[src/rtl/uart_rx_pkg.sv]
// Shared types and helpers for the UART receive path.
// The PARITY state only exists when UART_RX_PARITY_EN is defined.
package uart_rx_pkg;

`ifdef UART_RX_PARITY_EN
  typedef enum logic [2:0] {
    IDLE,
    START,
    DATA,
    PARITY,
    STOP,
    BREAK
  } rx_state_e;
`else
  typedef enum logic [2:0] {
    IDLE,
    START,
    DATA,
    STOP,
    BREAK
  } rx_state_e;
`endif

  // Error flag positions, counted upward from the top of the data field
  localparam int FRAME_ERR_BIT  = 0;
  localparam int PARITY_ERR_BIT = 1;

  function automatic int calc_div(input int clk_hz, input int baud, input int oversample);
    int div;
    div = clk_hz / (baud * oversample);
    return (div < 1) ? 1 : div;
  endfunction

endpackage

[src/rtl/uart_sync_fifo.sv]
// Generic show-ahead synchronous FIFO: the head word is visible on rd_data
// whenever empty is low, and rd_en consumes it.
module uart_sync_fifo #(
  parameter int WIDTH = 8,
  parameter int DEPTH = 16
) (
  input  logic                     clk,
  input  logic                     rst_n,
  input  logic                     wr_en,
  input  logic [WIDTH-1:0]         wr_data,
  input  logic                     rd_en,
  output logic [WIDTH-1:0]         rd_data,
  output logic [$clog2(DEPTH):0]   level,
  output logic                     full,
  output logic                     empty
);

  localparam int AW = $clog2(DEPTH);

  logic [WIDTH-1:0] mem [DEPTH];
  logic [AW-1:0]    wr_ptr;
  logic [AW-1:0]    rd_ptr;
  logic [AW:0]      count;
  logic             do_wr;
  logic             do_rd;

  // A write into a full FIFO is only taken when a read frees a slot in the same cycle
  assign do_rd = rd_en && !empty;
  assign do_wr = wr_en && (!full || do_rd);

  always_ff @(posedge clk) begin
    if (do_wr) begin
      mem[wr_ptr] <= wr_data;
    end
  end

  always_ff @(posedge clk or negedge rst_n) begin
    if (!rst_n) begin
      wr_ptr <= '0;
      rd_ptr <= '0;
      count  <= '0;
    end else begin
      if (do_wr) begin
        wr_ptr <= wr_ptr + AW'(1);
      end
      if (do_rd) begin
        rd_ptr <= rd_ptr + AW'(1);
      end
      case ({do_wr, do_rd})
        2'b10:   count <= count + (AW+1)'(1);
        2'b01:   count <= count - (AW+1)'(1);
        default: count <= count;
      endcase
    end
  end

  assign rd_data = mem[rd_ptr];
  assign level   = count;
  assign full    = (count == (AW+1)'(DEPTH));
  assign empty   = (count == '0);

endmodule

[src/rtl/uart_rx_stream.sv]
// Oversampling UART receiver feeding a show-ahead FIFO with per-word error tags.
// Define UART_RX_PARITY_EN to add a parity bit to the frame and enable out_parity_err.
module uart_rx_stream
  import uart_rx_pkg::*;
#(
  parameter int CLK_HZ     = 50_000_000,
  parameter int BAUD       = 115200,
  parameter int OVERSAMPLE = 16,
  parameter int DATA_BITS  = 8,
  parameter int FIFO_DEPTH = 16
) (
  input  logic                          clk_clk,
  input  logic                          reset_reset_n,
  input  logic                          uart_rx_conduit,
  output logic                          out_valid,
  input  logic                          out_ready,
  output logic [DATA_BITS-1:0]          out_data,
  output logic                          out_frame_err,
  output logic                          out_parity_err,
  output logic [$clog2(FIFO_DEPTH):0]   fifo_level,
  output logic                          overflow,
  input  logic                          ovf_clr,
  input  logic                          parity_odd
);

  localparam int DIV     = calc_div(CLK_HZ, BAUD, OVERSAMPLE);
  localparam int DIV_W   = $clog2(DIV + 1);
  localparam int OS_W    = $clog2(OVERSAMPLE);
  localparam int BIT_W   = $clog2(DATA_BITS + 1);
  localparam int ENTRY_W = DATA_BITS + 2;

  localparam logic [DIV_W-1:0] DIV_LAST = DIV_W'(DIV - 1);
  localparam logic [OS_W-1:0]  OS_LAST  = OS_W'(OVERSAMPLE - 1);
  localparam logic [OS_W-1:0]  MID_A    = OS_W'(OVERSAMPLE / 2 - 1);
  localparam logic [OS_W-1:0]  MID_B    = OS_W'(OVERSAMPLE / 2);
  localparam logic [OS_W-1:0]  MID_C    = OS_W'(OVERSAMPLE / 2 + 1);
  localparam logic [BIT_W-1:0] BIT_LAST = BIT_W'(DATA_BITS - 1);

  rx_state_e            state_q;
  rx_state_e            state_d;
  logic                 rx_meta;
  logic                 rx_sync;
  logic                 rx_prev;
  logic                 start_edge;
  logic [DIV_W-1:0]     div_cnt;
  logic [OS_W-1:0]      os_cnt;
  logic                 tick;
  logic                 vote_now;
  logic                 samp_a;
  logic                 samp_b;
  logic                 vote;
  logic [DATA_BITS-1:0] shift_q;
  logic [BIT_W-1:0]     bit_cnt;
  logic                 shift_en;
  logic                 push;
  logic                 frame_err;
  logic                 par_err_q;
  logic [ENTRY_W-1:0]   wr_entry;
  logic [ENTRY_W-1:0]   head;
  logic                 fifo_full;
  logic                 fifo_empty;
  logic                 pop;
  logic                 ovf_event;
`ifdef UART_RX_PARITY_EN
  logic                 par_load;
`endif

  always_ff @(posedge clk_clk or negedge reset_reset_n) begin
    if (!reset_reset_n) begin
      rx_meta <= 1'b1;
      rx_sync <= 1'b1;
      rx_prev <= 1'b1;
    end else begin
      rx_meta <= uart_rx_conduit;
      rx_sync <= rx_meta;
      rx_prev <= rx_sync;
    end
  end

  assign start_edge = rx_prev & ~rx_sync;
  assign tick       = (state_q != IDLE) && (div_cnt == DIV_LAST);
  assign vote_now   = tick && (os_cnt == MID_C);
  assign vote       = (samp_a & samp_b) | (samp_a & rx_sync) | (samp_b & rx_sync);

  // Both counters sit at zero in IDLE so every frame is timed from its own start edge
  always_ff @(posedge clk_clk or negedge reset_reset_n) begin
    if (!reset_reset_n) begin
      div_cnt <= '0;
      os_cnt  <= '0;
      samp_a  <= 1'b1;
      samp_b  <= 1'b1;
    end else begin
      if (state_q == IDLE || div_cnt == DIV_LAST) begin
        div_cnt <= '0;
      end else begin
        div_cnt <= div_cnt + DIV_W'(1);
      end
      if (state_q == IDLE) begin
        os_cnt <= '0;
      end else if (tick) begin
        os_cnt <= (os_cnt == OS_LAST) ? '0 : os_cnt + OS_W'(1);
      end
      if (tick && os_cnt == MID_A) begin
        samp_a <= rx_sync;
      end
      if (tick && os_cnt == MID_B) begin
        samp_b <= rx_sync;
      end
    end
  end

  always_ff @(posedge clk_clk or negedge reset_reset_n) begin
    if (!reset_reset_n) begin
      state_q <= IDLE;
    end else begin
      state_q <= state_d;
    end
  end

  always_comb begin
    state_d   = state_q;
    shift_en  = 1'b0;
    push      = 1'b0;
    frame_err = 1'b0;
`ifdef UART_RX_PARITY_EN
    par_load  = 1'b0;
`endif
    case (state_q)
      IDLE: begin
        if (start_edge) begin
          state_d = START;
        end
      end
      START: begin
        if (vote_now) begin
          state_d = vote ? IDLE : DATA;
        end
      end
      DATA: begin
        if (vote_now) begin
          shift_en = 1'b1;
          if (bit_cnt == BIT_LAST) begin
`ifdef UART_RX_PARITY_EN
            state_d = PARITY;
`else
            state_d = STOP;
`endif
          end
        end
      end
`ifdef UART_RX_PARITY_EN
      PARITY: begin
        if (vote_now) begin
          par_load = 1'b1;
          state_d  = STOP;
        end
      end
`endif
      STOP: begin
        if (vote_now) begin
          push      = 1'b1;
          frame_err = ~vote;
          // An all-zero word with a low stop bit is a break: park until the line idles
          state_d   = (!vote && shift_q == '0) ? BREAK : IDLE;
        end
      end
      BREAK: begin
        if (rx_sync) begin
          state_d = IDLE;
        end
      end
      default: state_d = IDLE;
    endcase
  end

  always_ff @(posedge clk_clk or negedge reset_reset_n) begin
    if (!reset_reset_n) begin
      shift_q <= '0;
      bit_cnt <= '0;
    end else begin
      if (shift_en) begin
        shift_q <= {vote, shift_q[DATA_BITS-1:1]};
      end
      if (state_q == IDLE) begin
        bit_cnt <= '0;
      end else if (shift_en) begin
        bit_cnt <= bit_cnt + BIT_W'(1);
      end
    end
  end

`ifdef UART_RX_PARITY_EN
  always_ff @(posedge clk_clk or negedge reset_reset_n) begin
    if (!reset_reset_n) begin
      par_err_q <= 1'b0;
    end else if (state_q == IDLE) begin
      par_err_q <= 1'b0;
    end else if (par_load) begin
      par_err_q <= ((^shift_q) ^ vote) != parity_odd;
    end
  end
`else
  assign par_err_q = 1'b0;
`endif

  always_comb begin
    wr_entry                                 = '0;
    wr_entry[DATA_BITS-1:0]                  = shift_q;
    wr_entry[DATA_BITS + FRAME_ERR_BIT]      = frame_err;
    wr_entry[DATA_BITS + PARITY_ERR_BIT]     = par_err_q;
  end

  uart_sync_fifo #(
    .WIDTH (ENTRY_W),
    .DEPTH (FIFO_DEPTH)
  ) u_fifo (
    .clk     (clk_clk),
    .rst_n   (reset_reset_n),
    .wr_en   (push),
    .wr_data (wr_entry),
    .rd_en   (pop),
    .rd_data (head),
    .level   (fifo_level),
    .full    (fifo_full),
    .empty   (fifo_empty)
  );

  assign pop       = out_valid & out_ready;
  assign ovf_event = push & fifo_full & ~pop;

  // A fresh drop wins over a clear arriving in the same cycle
  always_ff @(posedge clk_clk or negedge reset_reset_n) begin
    if (!reset_reset_n) begin
      overflow <= 1'b0;
    end else if (ovf_event) begin
      overflow <= 1'b1;
    end else if (ovf_clr) begin
      overflow <= 1'b0;
    end
  end

  assign out_valid     = ~fifo_empty;
  assign out_data      = fifo_empty ? '0 : head[DATA_BITS-1:0];
  assign out_frame_err = ~fifo_empty & head[DATA_BITS + FRAME_ERR_BIT];
`ifdef UART_RX_PARITY_EN
  assign out_parity_err = ~fifo_empty & head[DATA_BITS + PARITY_ERR_BIT];
`else
  logic unused_parity;
  assign unused_parity  = parity_odd ^ head[DATA_BITS + PARITY_ERR_BIT];
  assign out_parity_err = 1'b0;
`endif

endmodule

[config.mk]
export PLATFORM = sky130hd
export DESIGN_NAME = uart_rx_stream
export DESIGN_NICKNAME = d
export VERILOG_FILES = /design/src/rtl/uart_rx_pkg.sv /design/src/rtl/uart_sync_fifo.sv /design/src/rtl/uart_rx_stream.sv
export SDC_FILE = /design/constraint.sdc
export NUM_CORES = 1
export LEC_CHECK = 0
export ABC_AREA = 1
export ABC_CLOCK_PERIOD_IN_PS = 3000
export CAP_MARGIN = 25
export CORE_AREA = 8 8 151 153
export DETAILED_ROUTE_END_ITERATION = 7
export DIE_AREA = 0 0 159 161
export MAX_ROUTING_LAYER = met4
export SKIP_LAST_GASP = 1
export SLEW_MARGIN = 30
export SYNTH_ARGS = -nofsm -noshare
export SYNTH_HDL_FRONTEND = slang
export SYNTH_SLANG_ARGS = --single-unit
export TNS_END_PERCENT = 20
[constraint.sdc]
create_clock -name clk_clk -period 3 [get_ports clk_clk]
set_input_delay 0.45 -clock clk_clk [delete_from_list [all_inputs] [get_ports clk_clk]]
set_output_delay 0.45 -clock clk_clk [all_outputs]
set_load 0.1 [all_outputs]
Word level (Yosys, flattened, before mapping)
Memory sizes are Yosys's and may differ from the RTL's.
Cells that the tools add are included.
W data, S select, Z words.
Cells by class
  reduce and logical (&&, ||, !) cells: 21
  mux-type cells: 26
  add/subtract/negate cells: 7
  bitwise gates (word level): 14
  equality and inequality tests: 19
Operators with widths (count)
  $mux W3: 7
  $mux W4: 5
  $add A4 B1 Y4 const B: 4
  $pmux W3 S5: 1
  $eq A4 B4 Y1 const B: 3
  $ne A2 B2 Y1 const B: 6
  $add A5 B1 Y5 const B: 2
  $eq A5 B5 Y1 const B: 2
  $pmux W5 S2: 1
  $mux W1: 9
  $and A1 B1 Y1: 8
  $eq A4 B3 Y1 const B: 2
  $logic_not A8 Y1: 1
  $mux W8: 1
  $reduce_bool A2 Y1: 4
  $logic_and A1 B1 Y1: 7
  $eq A3 B2 Y1 const B: 2
  $reduce_and A6 Y1: 1
  $logic_not A5 Y1: 1
  $mux W5: 1
  $sub A5 B1 Y5 const B: 1
  $not A1 Y1: 4
  $eq A3 B1 Y1 const B: 1
  $eq A3 B3 Y1 const B: 1
  8 further kinds: 12
Word-level totals
  logic and storage cells: 102
  register bits: 43
  bits of input ports: 6
  output and inout port bits: 17
  memories kept: 1
  memory bits (writable): 144
Memory list
  u_fifo.mem: words 16, bits a word 9, read ports 1, clocked after memory_dff 0, wr ports 1, RTL line uart_sync_fifo.sv:20  | logic [WIDTH-1:0] mem [DEPTH];

Depth between registers and ports, before layout
Gate-level depths: netlist of run 1.
  depth after elaboration: 8
  gate-level depth with buffers: 17
  depth with buffers taken out: 17

Modules after synthesis
Synthesis of run 1 repeated with hierarchy kept, for this count alone.
Unflattened totals
  cell total of the unflattened synthesis: 767
  area, all modules: 8902.3 um^2
By module, submodules not included
  uart_sync_fifo: sequential area each 5129.9 um^2, area each 7236.9 um^2, instances 1, cells each 571
  uart_rx_stream: sequential area each 757.0 um^2, area each 1665.3 um^2, instances 1, cells each 196

Worst setup path after synthesis of run 1
No wires, ideal clock.
  kind: flip-flop to output port
  start point: reg u_fifo.count[1], in the netlist u_fifo.level[1]
  end point: out out_data[0]
  path buffers: 0
  required time: 2.550 ns
  path slack: -1.387 ns
  arrival: 3.937 ns
  cell stages (with the launch flop): 5
  cells stage by stage: dfrtp_1 -> nor2_1 -> nand3_1 -> clkinv_1 -> a21oi_1
On the way
  longest elaborated chain between the ends: 2
RTL lines
  start, declared: RTL line uart_sync_fifo.sv:23  | logic [AW:0] count;
  start signal, assigned: RTL line uart_sync_fifo.sv:50  | 2'b10: count <= count + (AW+1)'(1);
  start signal, assigned: RTL line uart_sync_fifo.sv:51  | 2'b01: count <= count - (AW+1)'(1);
  start signal, assigned: RTL line uart_sync_fifo.sv:52  | default: count <= count;
  $logic_not A5 Y1: RTL line uart_sync_fifo.sv:60  | assign empty = (count == '0);
  $mux W8: RTL line uart_rx_stream.sv:243  | assign out_data = fifo_empty ? '0 : head[DATA_BITS-1:0];
  end, declared: RTL line uart_rx_stream.sv:17  | output logic [DATA_BITS-1:0] out_data,
Every way passes these cells.

Final worst setup path of run 1
  start point: reg u_fifo.rd_ptr[0]
  end point: out out_data[2]
On the way
  longest elaborated chain between the ends: 2
RTL lines
  start, declared: RTL line uart_sync_fifo.sv:22  | logic [AW-1:0] rd_ptr;
  start signal, assigned: RTL line uart_sync_fifo.sv:47  | rd_ptr <= rd_ptr + AW'(1);
  $mem_v2 Z16 W9
  $mux W8: RTL line uart_rx_stream.sv:243
Every way passes these cells.

==> metrics.md, run 1 <==
| Metric | Value |
|---|---|
| Pleak | 3.81 nW |
| CP max FO | 43 |
| Max Cap Viol | 0 |
| Area Growth Syn to Fin | 17.0% |
| First-pass GRT wire length | 27400 µm |
| Core ar. | 0.0206 mm² |
| Hold Slack | 0.0126 ns |
| Top post-synthesis cells by count | nand2_1 (203), edfxtp_1 (144), nand3_1 (90) |
| Area of the multi-input gates | 0.00243 mm² |
| Total global routing overflow | 0 |
| Die Y | 161 µm |
| Final worst path period share | 92.1% |
| Leading post-synthesis cells by cell area | edfxtp_1 (54%), dfrtp_1 (12%), nand2_1 (9.5%) |
| Remaining routing DRC violations | 0 |
| Filler cells | 1857 |
| Post-DP HPWL | 10800 µm |
| Main synth FF type | edfxtp_1 |
| Post-synthesis sequential area ratio | 67.5% |
| Clock sink total | 187 |
| Crit Path Class | flip-flop to output port |
| Cell with the most instances after synthesis | nand2_1 |
| Largest net degree at the start of global routing | 44 |
| Syn Nets | 752 |
| TNS Setup | 0 ns |
| Layout cells sized above 1 | 14.1% |
| GRT Total Usage | 14.1% |
| Row count | 53 |
| CTS buffer count | 17 |
| Pre-antenna DRT Iters | 5 |
| Die width | 159 µm |
| IO buf count | 20 |
| Cell area after layout | 0.00937 mm² |
| DRT iter0 DRCs | 366 |
| CP arrival | 2.31 ns |
| Synth area leader | edfxtp_1 |
| Util after Layout | 45.6% |
| # diodes | 0 |
| Max_slew headroom | 45.7% |
| Kind of end point of the critical path | output port |
| Skew final | 0.0125 ns |
| Yosys warning count | 0 |
| Vias post-DR | 5179 |
| CTS resizes | 0 |
| Status | finished, final reports clean |
| Worst-Margin Slew | 0.815 ns |
| PD cells | 949 mW/mm² |
| Finish-stage setup viols | 0 |
| Peak Freq | 362 MHz |
| Top Ports | 23 |
| Cts hold-fix bufs | 0 |
| Seq cells post-synth | 187 |
| Net count, final | 786 |
| Slew Viols, Final | 0 |
| Maximum vdd drop | 0.429 mV |
| Max clock buf depth | 2 |
| Die area | 0.0256 mm² |
| GP Congestion | 0.758 |
| RSZ-0062 raised after global routing | false |
| Worst Path Required | 2.55 ns |
| Final ANT Viol Nets | 0 |
| Post-synth ARST share | 23.0% |
| Post-CTS setup buffer count | 0 |
| Hold Vio Cnt, Final | 0 |
| Vias in the first global route | 4979 |
| Reg clk slew, reported paths | 0.06 ns |
| EDFF count, synth | 144 |
| Min Clock Period, post-route | 2.76 ns |
| TritonCTS clock tree | built |
| Library cells used by synthesis | 33 |
| Synth top area share | 54.0% |
| Crit path launch type | flip-flop |
| Mapped Cells | 731 |
| Cell area after synthesis | 0.00801 mm² |
| Total Wirelength | 17100 µm |
| Vias per cell | 4.92 |
| Register area | 0.00541 mm² |
| Starting Density | 39.0% |
| H-tree lvl count | 4 |
| Type of the worst min-delay path | input port to async pin |
| Later-pin clock latency in the skew report | 0.43 ns |
| Critical R2R Launch | div_cnt[0] |
| Tot Pwr | 8.89 mW |
| Drt wl/cell | 16.2 µm |
| Area post-placement | 0.00879 mm² |
| Syn Area/Cell | 11.0 µm² |
| CTS root buf | clkbuf_16 |
| Initial antenna violation count | 0 |
| Crit. Startpoint | u_fifo.rd_ptr[0] |
[state kept, by name (all words and copies together), names as in the netlist]
name and flops:
u_fifo.wr_ptr 4, u_fifo.rd_ptr 4, rx_prev 1, bit_cnt 4
os_cnt 4, state_q 3, overflow 1, rx_meta 1
div_cnt 5, rx_sync 1, shift_q 8, u_fifo.mem 144
u_fifo.level 5, samp_a 1, samp_b 1
[power by group]
group	leakage (nW)	total [mW]	internal (mW)	switching, mW
sequential	2.21	2.99	2.88	0.114
combinational	1.31	3.73	1.10	2.63
clock	0.289	2.17	1.27	0.897
[layout make-up]
type                            instances  share of cell area, %
Inverter                               39                   1.58
Multi-Input combinational cell        476                   26.0
Timing Repair Buffer                   44                   4.81
Clock inverter                          6                  0.641
Tap cell                              275                   3.67
Clock buffer                           26                   5.49
Sequential cell                       187                   57.8
[metal layers]
metal	vias up	global-route usage (%)	share of wire (%)
met2	108	23.3	50
met5	-	-	0
met1	2484	17.1	44
met4	0	5.53	1.8
met3	20	2.60	4.4
li1	2567	-	-
[worst max-delay path, stage by stage, from the launching register on]
cell and delay (ns):
dfrtp_2 0.41, inv_2 0.06, buf_4 0.39, nand2_1 0.11, nand3_1 0.12, nand3_1 0.16, nand2_1 0.12, nand2_1 0.09
a21oi_4 0.20, buf_12 0.20
[cell families after synthesis]
family          count (synthesis)  synth area share (%)
fa+ha+maj                      15                  2.44
xor+xnor                       13                  1.42
other cells                     1                0.0468
flops                         187                  67.5
simple gates                  368                  19.7
buf+inv                        68                  3.50
compound gates                 79                  5.33
[cells in the final DEF (no fill, tap or decap), types with 5 or more instances in the layout]
cell / count
nor2_1: 52
o31ai_1: 10
xor2_1: 11
nand2_1: 203
dfrtp_2: 6
clkbuf_16: 19
a21oi_1: 25
dfstp_2: 5
buf_12: 9
nand4_1: 5
nand2_2: 7
buf_4: 32
edfxtp_1: 144
o21ai_0: 31
nand3_1: 89
ha_1: 14
inv_1: 34
dfrtp_1: 32
a21oi_4: 9
[through the flow]
stage | worst slack (ns) | instances
finish | 0.236 | 1053
global route | 0.0491 | 1053
CTS | 0.199 | 1053
detailed placement | 0.333 | 1021
global placement | 0.397 | 1021
floorplan | 0.196 | 731
[worst paths after layout]
check / cells after the start / end / slack [ns]
max: 9 / out_data[2] / 0.24
min: 1 / u_fifo.level[3] / 0.01
max reg2reg: 17 / u_fifo.level[4] / 0.27
min reg2reg: 0 / rx_sync / 0.36
max in group asynchronous: 1 / u_fifo.rd_ptr[0] / 2.57
min in group clk_clk: 0 / rx_sync / 0.36
Power figures use the tool's default switching activity.
==> run 2: changes to the inputs <==
--- a/config.mk
+++ b/config.mk
@@ -7,10 +7,10 @@
 export LEC_CHECK = 0
 export ABC_AREA = 1
 export ABC_CLOCK_PERIOD_IN_PS = 3000
-export CAP_MARGIN = 25
-export CORE_AREA = 8 8 151 153
+export CAP_MARGIN = 20
+export CORE_AREA = 8 8 161 163
 export DETAILED_ROUTE_END_ITERATION = 7
-export DIE_AREA = 0 0 159 161
+export DIE_AREA = 0 0 169 171
 export MAX_ROUTING_LAYER = met4
 export SKIP_LAST_GASP = 1
 export SLEW_MARGIN = 30
==> metrics.md, run 2 (same netlist as run 1, synthesis figures left out) <==
| Metric | Value |
|---|---|
| Setup ws final | 0.195 ns |
| Core ar. | 0.0233 mm² |
| Reg with most FFs | u_fifo.mem |
| Largest regs | u_fifo.mem: 144 flops, shift_q: 8 flops |
| Status | finished, final reports clean |
| Critical R2R Launch | div_cnt[0] |
| Util after Layout | 40.5% |
| Drt wl/cell | 15.8 µm |
| Pre-antenna DRT Iters | 5 |
| Commonest non-fill, non-tap cell in the layout | nand2_1 |
| Area Growth Syn to Fin | 17.6% |
| Post-DP HPWL | 10700 µm |
| Vias post-DR | 5194 |
| Post-Place Setup Slack | 0.357 ns |
| Area post-placement | 0.00887 mm² |
| GP Congestion | 0.752 |
| Commonest non-fill, non-tap cells in the layout | nand2_1 (203), edfxtp_1 (144), nand3_1 (89), nor2_1 (52), inv_1 (34) |
| Remaining routing DRC violations | 0 |
| Clock sink total | 187 |
| Filler cells | 2228 |
| Largest register FFs | 144 |
| Row count | 56 |
| Later-pin clock latency in the skew report | 0.42 ns |
| CP max FO | 22 |
| Slew Viols, Final | 0 |
| Final std cells w/o fill | 1097 |
| Vias per cell | 4.73 |
| Pleak | 3.81 nW |
| Starting Density | 34.4% |
| Hold Vio Cnt, Final | 0 |
| CTS root buf | clkbuf_16 |
| Min Clock Period, post-route | 2.80 ns |
| Worst Path Required | 2.55 ns |
| Finish-stage setup viols | 0 |
| Die area | 0.0289 mm² |
| Placed cell count | 1065 |
| Post-CTS setup buffer count | 0 |
| Crit path launch type | flip-flop |
| First-pass GRT wire length | 27300 µm |
| Initial antenna violation count | 0 |
| # diodes | 0 |
| Reg clk slew, reported paths | 0.07 ns |
| RSZ-0062 raised after global routing | false |
| Kind of end point of the critical path | output port |
| IO buf count | 20 |
| Crit Path Class | flip-flop to output port |
| Max clock buf depth | 2 |
| Hold Slack | 0.0259 ns |
| GRT Total Usage | 12.7% |
| Worst R2R Path Depth | 17 |
| Worst-Margin Slew | 0.809 ns |
| H-tree lvl count | 4 |
| Total global routing overflow | 0 |
| Final ANT Viol Nets | 0 |
| Max Cap Viol | 0 |
| Die Y | 171 µm |
| Final worst path period share | 93.5% |
| DRT iter0 DRCs | 376 |
| Layout cells sized above 1 | 14.3% |
| Maximum vdd drop | 0.875 mV |
| Largest net degree at the start of global routing | 75 |
| Worst R2R End | u_fifo.level[4] |
| Tot Pwr | 8.86 mW |
| PD cells | 941 mW/mm² |
| Top Ports | 23 |
| CTS buffer count | 17 |
| Net count, final | 786 |
| Cell area after layout | 0.00942 mm² |
| Cts hold-fix bufs | 0 |
| Type of the worst min-delay path | input port to async pin |
| Skew final | 0.0104 ns |
| Vias in the first global route | 4990 |
| Max_slew headroom | 46.1% |
| TNS Setup | 0 ns |
| FF-to-FF setup slack | 0.38 ns |
| CP arrival | 2.35 ns |
| Total Wirelength | 17400 µm |
| Peak Freq | 357 MHz |
| Die width | 169 µm |
| TritonCTS clock tree | built |
-- run 2: cell count changes in the layout (fill, tap and decap cells not counted), moves of 2 or more --
| cell | before | now |
|---|---|---|
| inv_6 | 0 | 5 |
| inv_4 | 1 | 4 |
| buf_12 | 9 | 11 |
| buf_4 | 32 | 30 |
| clkbuf_1 | 4 | 2 |
| clkbuf_2 | 2 | 0 |
-- run 2: worst max path at each step --
stage	startpoint	to	slack, ns	cells past startpoint
floorplan	u_fifo.level[1]	u_fifo.level[4]	0.20	14
global placement	out_ready	u_fifo.level[4]	0.36	11
detailed placement	out_ready	u_fifo.level[4]	0.36	11
CTS	u_fifo.rd_ptr[0]	out_data[2]	0.04	9
global route	div_cnt[0]	u_fifo.level[4]	0.03	17
finish	u_fifo.rd_ptr[0]	out_data[3]	0.20	9
-- run 2: worst max-delay path, cell delays in order (launching register included) --
cell and delay, ns:
dfrtp_2 0.44, inv_4 0.23, buf_4 0.29, nand2_1 0.07, nand3_1 0.07, nand2_1 0.12, a21oi_1 0.17, o31ai_1 0.14
a21oi_4 0.19, buf_12 0.20
-- run 2: cell type report --
type / instances / area [µm²] / area share [%]
sequential: 187 / 5410 / 57.5
multi-input combinational: 476 / 2430 / 25.9
timing repair buffer: 44 / 475 / 5.05
clock buffer: 20 / 458 / 4.86
tap: 319 / 399 / 4.24
inverter: 39 / 150 / 1.59
clock inverter: 12 / 85.1 / 0.904
-- run 2: repair_timing --
| action | in CTS | in global routing |
|---|---|---|
| gates resized for setup | 0 | 2 |
| hold endpoints to repair | 0 | 0 |
| setup endpoints to repair | 0 | 5 |
-- run 2: where the power goes --
group	internal, mW	switching [mW]
sequential	2.88	0.123
clock	1.12	0.953
combinational	1.13	2.65
-- run 2: layer usage --
layer | share of wire [%] | track usage, % | vias to the layer above
met1 | 45 | 15.5 | 2513
met3 | 4.6 | 2.65 | 13
met4 | 1.3 | 3.66 | 0
met2 | 49 | 21.1 | 96
met5 | 0 | - | -
li1 | - | - | 2572
==> run 3: changes to the inputs <==
--- a/config.mk
+++ b/config.mk
@@ -8,9 +8,9 @@
 export ABC_AREA = 1
 export ABC_CLOCK_PERIOD_IN_PS = 3000
 export CAP_MARGIN = 20
-export CORE_AREA = 8 8 161 163
+export CORE_AREA = 8 8 116 225
 export DETAILED_ROUTE_END_ITERATION = 7
-export DIE_AREA = 0 0 169 171
+export DIE_AREA = 0 0 124 233
 export MAX_ROUTING_LAYER = met4
 export SKIP_LAST_GASP = 1
 export SLEW_MARGIN = 30
==> metrics.md, run 3 (same netlist as run 1, synthesis figures left out) <==
| Metric | Value |
|---|---|
| Final std cells w/o fill | 1063 |
| Maximum vdd drop | 0.814 mV |
| Net count, final | 788 |
| Critical path buffer and inverter count | 3 |
| Die Y | 233 µm |
| RSZ-0062 raised after global routing | false |
| Crit. Startpoint | u_fifo.rd_ptr[0] |
| Total Wirelength | 18900 µm |
| Most used cell, CP | nand2_1 |
| Die area | 0.0289 mm² |
| Min Clock Period, post-route | 2.87 ns |
| PD cells | 974 mW/mm² |
| Total global routing overflow | 0 |
| Vias per cell | 4.88 |
| Placed cell count | 1031 |
| Post-CTS setup buffer count | 0 |
| GP Congestion | 0.809 |
| Final worst path period share | 95.8% |
| # diodes | 0 |
| Reg clk slew, reported paths | 0.07 ns |
| Later-pin clock latency in the skew report | 0.44 ns |
| Worst-Margin Slew | 0.813 ns |
| Remaining routing DRC violations | 0 |
| Pre-antenna DRT Iters | 6 |
| Kind of cell adding the most delay to the critical path | buffers and inverters |
| Finish-stage setup viols | 0 |
| CTS buffer count | 17 |
| Clock sink total | 187 |
| Critical Path Max Stage Delay | 0.43 ns |
| Largest register FFs | 144 |
| Crit Path Class | flip-flop to output port |
| Critical R2R Launch | div_cnt[0] |
| GRT Total Usage | 14.2% |
| CTS root buf | clkbuf_16 |
| Area post-placement | 0.00883 mm² |
| Peak Freq | 348 MHz |
| Layout cells sized above 1 | 14.9% |
| Die width | 124 µm |
| Row count | 79 |
| Max Cap Viol | 0 |
| TNS Setup | 0 ns |
| Skew final | 0.00893 ns |
| Core ar. | 0.0231 mm² |
| Status | finished, final reports clean |
| Largest regs | u_fifo.mem: 144 flops, shift_q: 8 flops |
| Worst Path Required | 2.55 ns |
| Top Ports | 23 |
| Tot Pwr | 9.20 mW |
| Commonest non-fill, non-tap cell in the layout | nand2_1 |
| FF-to-FF setup slack | 0.34 ns |
| Worst path slowest cell | dfrtp_2 |
| Largest net degree at the start of global routing | 75 |
| Slew Viols, Final | 0 |
| Reg with most FFs | u_fifo.mem |
| Worst R2R Path Depth | 17 |
| Commonest non-fill, non-tap cells in the layout | nand2_1 (203), edfxtp_1 (144), nand3_1 (89), nor2_1 (52), inv_1 (34) |
| Cts hold-fix bufs | 0 |
| Max clock buf depth | 2 |
| Post-DP HPWL | 12700 µm |
| CP max FO | 26 |
| Worst R2R End | u_fifo.level[4] |
| CTS resizes | 0 |
| Util after Layout | 40.9% |
| Worst path cell trace | inv_2 -> buf_4 -> nand2_1 -> nand3_1 -> nand3_1 -> nand2_1 -> nand2_1 -> a21oi_4 -> buf_12 |
| Crit path launch type | flip-flop |
| Pleak | 3.84 nW |
| Vias post-DR | 5187 |
| Kind of end point of the critical path | output port |
| Vias in the first global route | 5293 |
| H-tree lvl count | 4 |
| Cell area after layout | 0.00945 mm² |
| Area Growth Syn to Fin | 18.0% |
| Type of the worst min-delay path | input port to async pin |
| Final ANT Viol Nets | 0 |
| IO buf count | 20 |
| Initial antenna violation count | 0 |
| Hold Vio Cnt, Final | 0 |
| CP arrival | 2.42 ns |
| Max_slew headroom | 45.8% |
| DRT iter0 DRCs | 264 |
| TritonCTS clock tree | built |
| Drt wl/cell | 17.8 µm |
| First-pass GRT wire length | 29300 µm |
| Starting Density | 34.6% |
-- run 3: worst max path at each step --
stage	slack, ns	to	cells after the start
3_3_place_gp	0.30	u_fifo.level[4]	11
5_1_grt	0.009	out_data[0]	9
3_5_place_dp	0.30	u_fifo.level[4]	17
2_1_floorplan	0.20	u_fifo.level[4]	14
6_report	0.13	out_data[0]	9
4_1_cts	0.09	out_data[3]	9
-- run 3: through the flow --
step           hold slack, ns  worst slack, ns
2_1_floorplan           0.154            0.196
3_3_place_gp            0.347            0.301
3_5_place_dp            0.350            0.303
4_1_cts                0.0189           0.0878
5_1_grt                0.0419          0.00899
6_report              0.00629            0.125
-- run 3: worst register-to-register path, stage by stage, from the launching register on --
cell and delay (ns):
dfrtp_1 0.41, inv_1 0.07, ha_1 0.14, nand2_1 0.05, nor2_2 0.20, nand2_4 0.09
nor2_4 0.11, nand2_2 0.10, nand2_2 0.18, inv_1 0.11, ha_1 0.35, nand2_1 0.06
o21ai_0 0.32, nand4_1 0.15, nand2_1 0.09, nand2_1 0.05, nand2_1 0.05, nand2_1 0.04
-- run 3: area by class of cell --
class | count | area [µm²]
fill | 2199 | 13700
sequential | 187 | 5410
multi-input combinational | 476 | 2430
timing repair buffer | 46 | 478
clock buffer | 17 | 425
tap | 283 | 354
clock inverter | 15 | 198
inverter | 39 | 148
-- run 3: metal layers --
layer	vias up	GRT usage (%)	wire length [µm]
met2	89	26.0	10600
met5	-	-	0
met3	31	2.26	396
li1	2571	-	-
met4	0	9.13	992
met1	2496	13.2	6870
-- run 3: where the power goes --
group	total (mW)	internal, mW	switching [mW]
Combinational	3.84	1.13	2.71
Sequential	3.00	2.88	0.121
Clock	2.36	1.39	0.964
Total	9.20	5.40	3.80
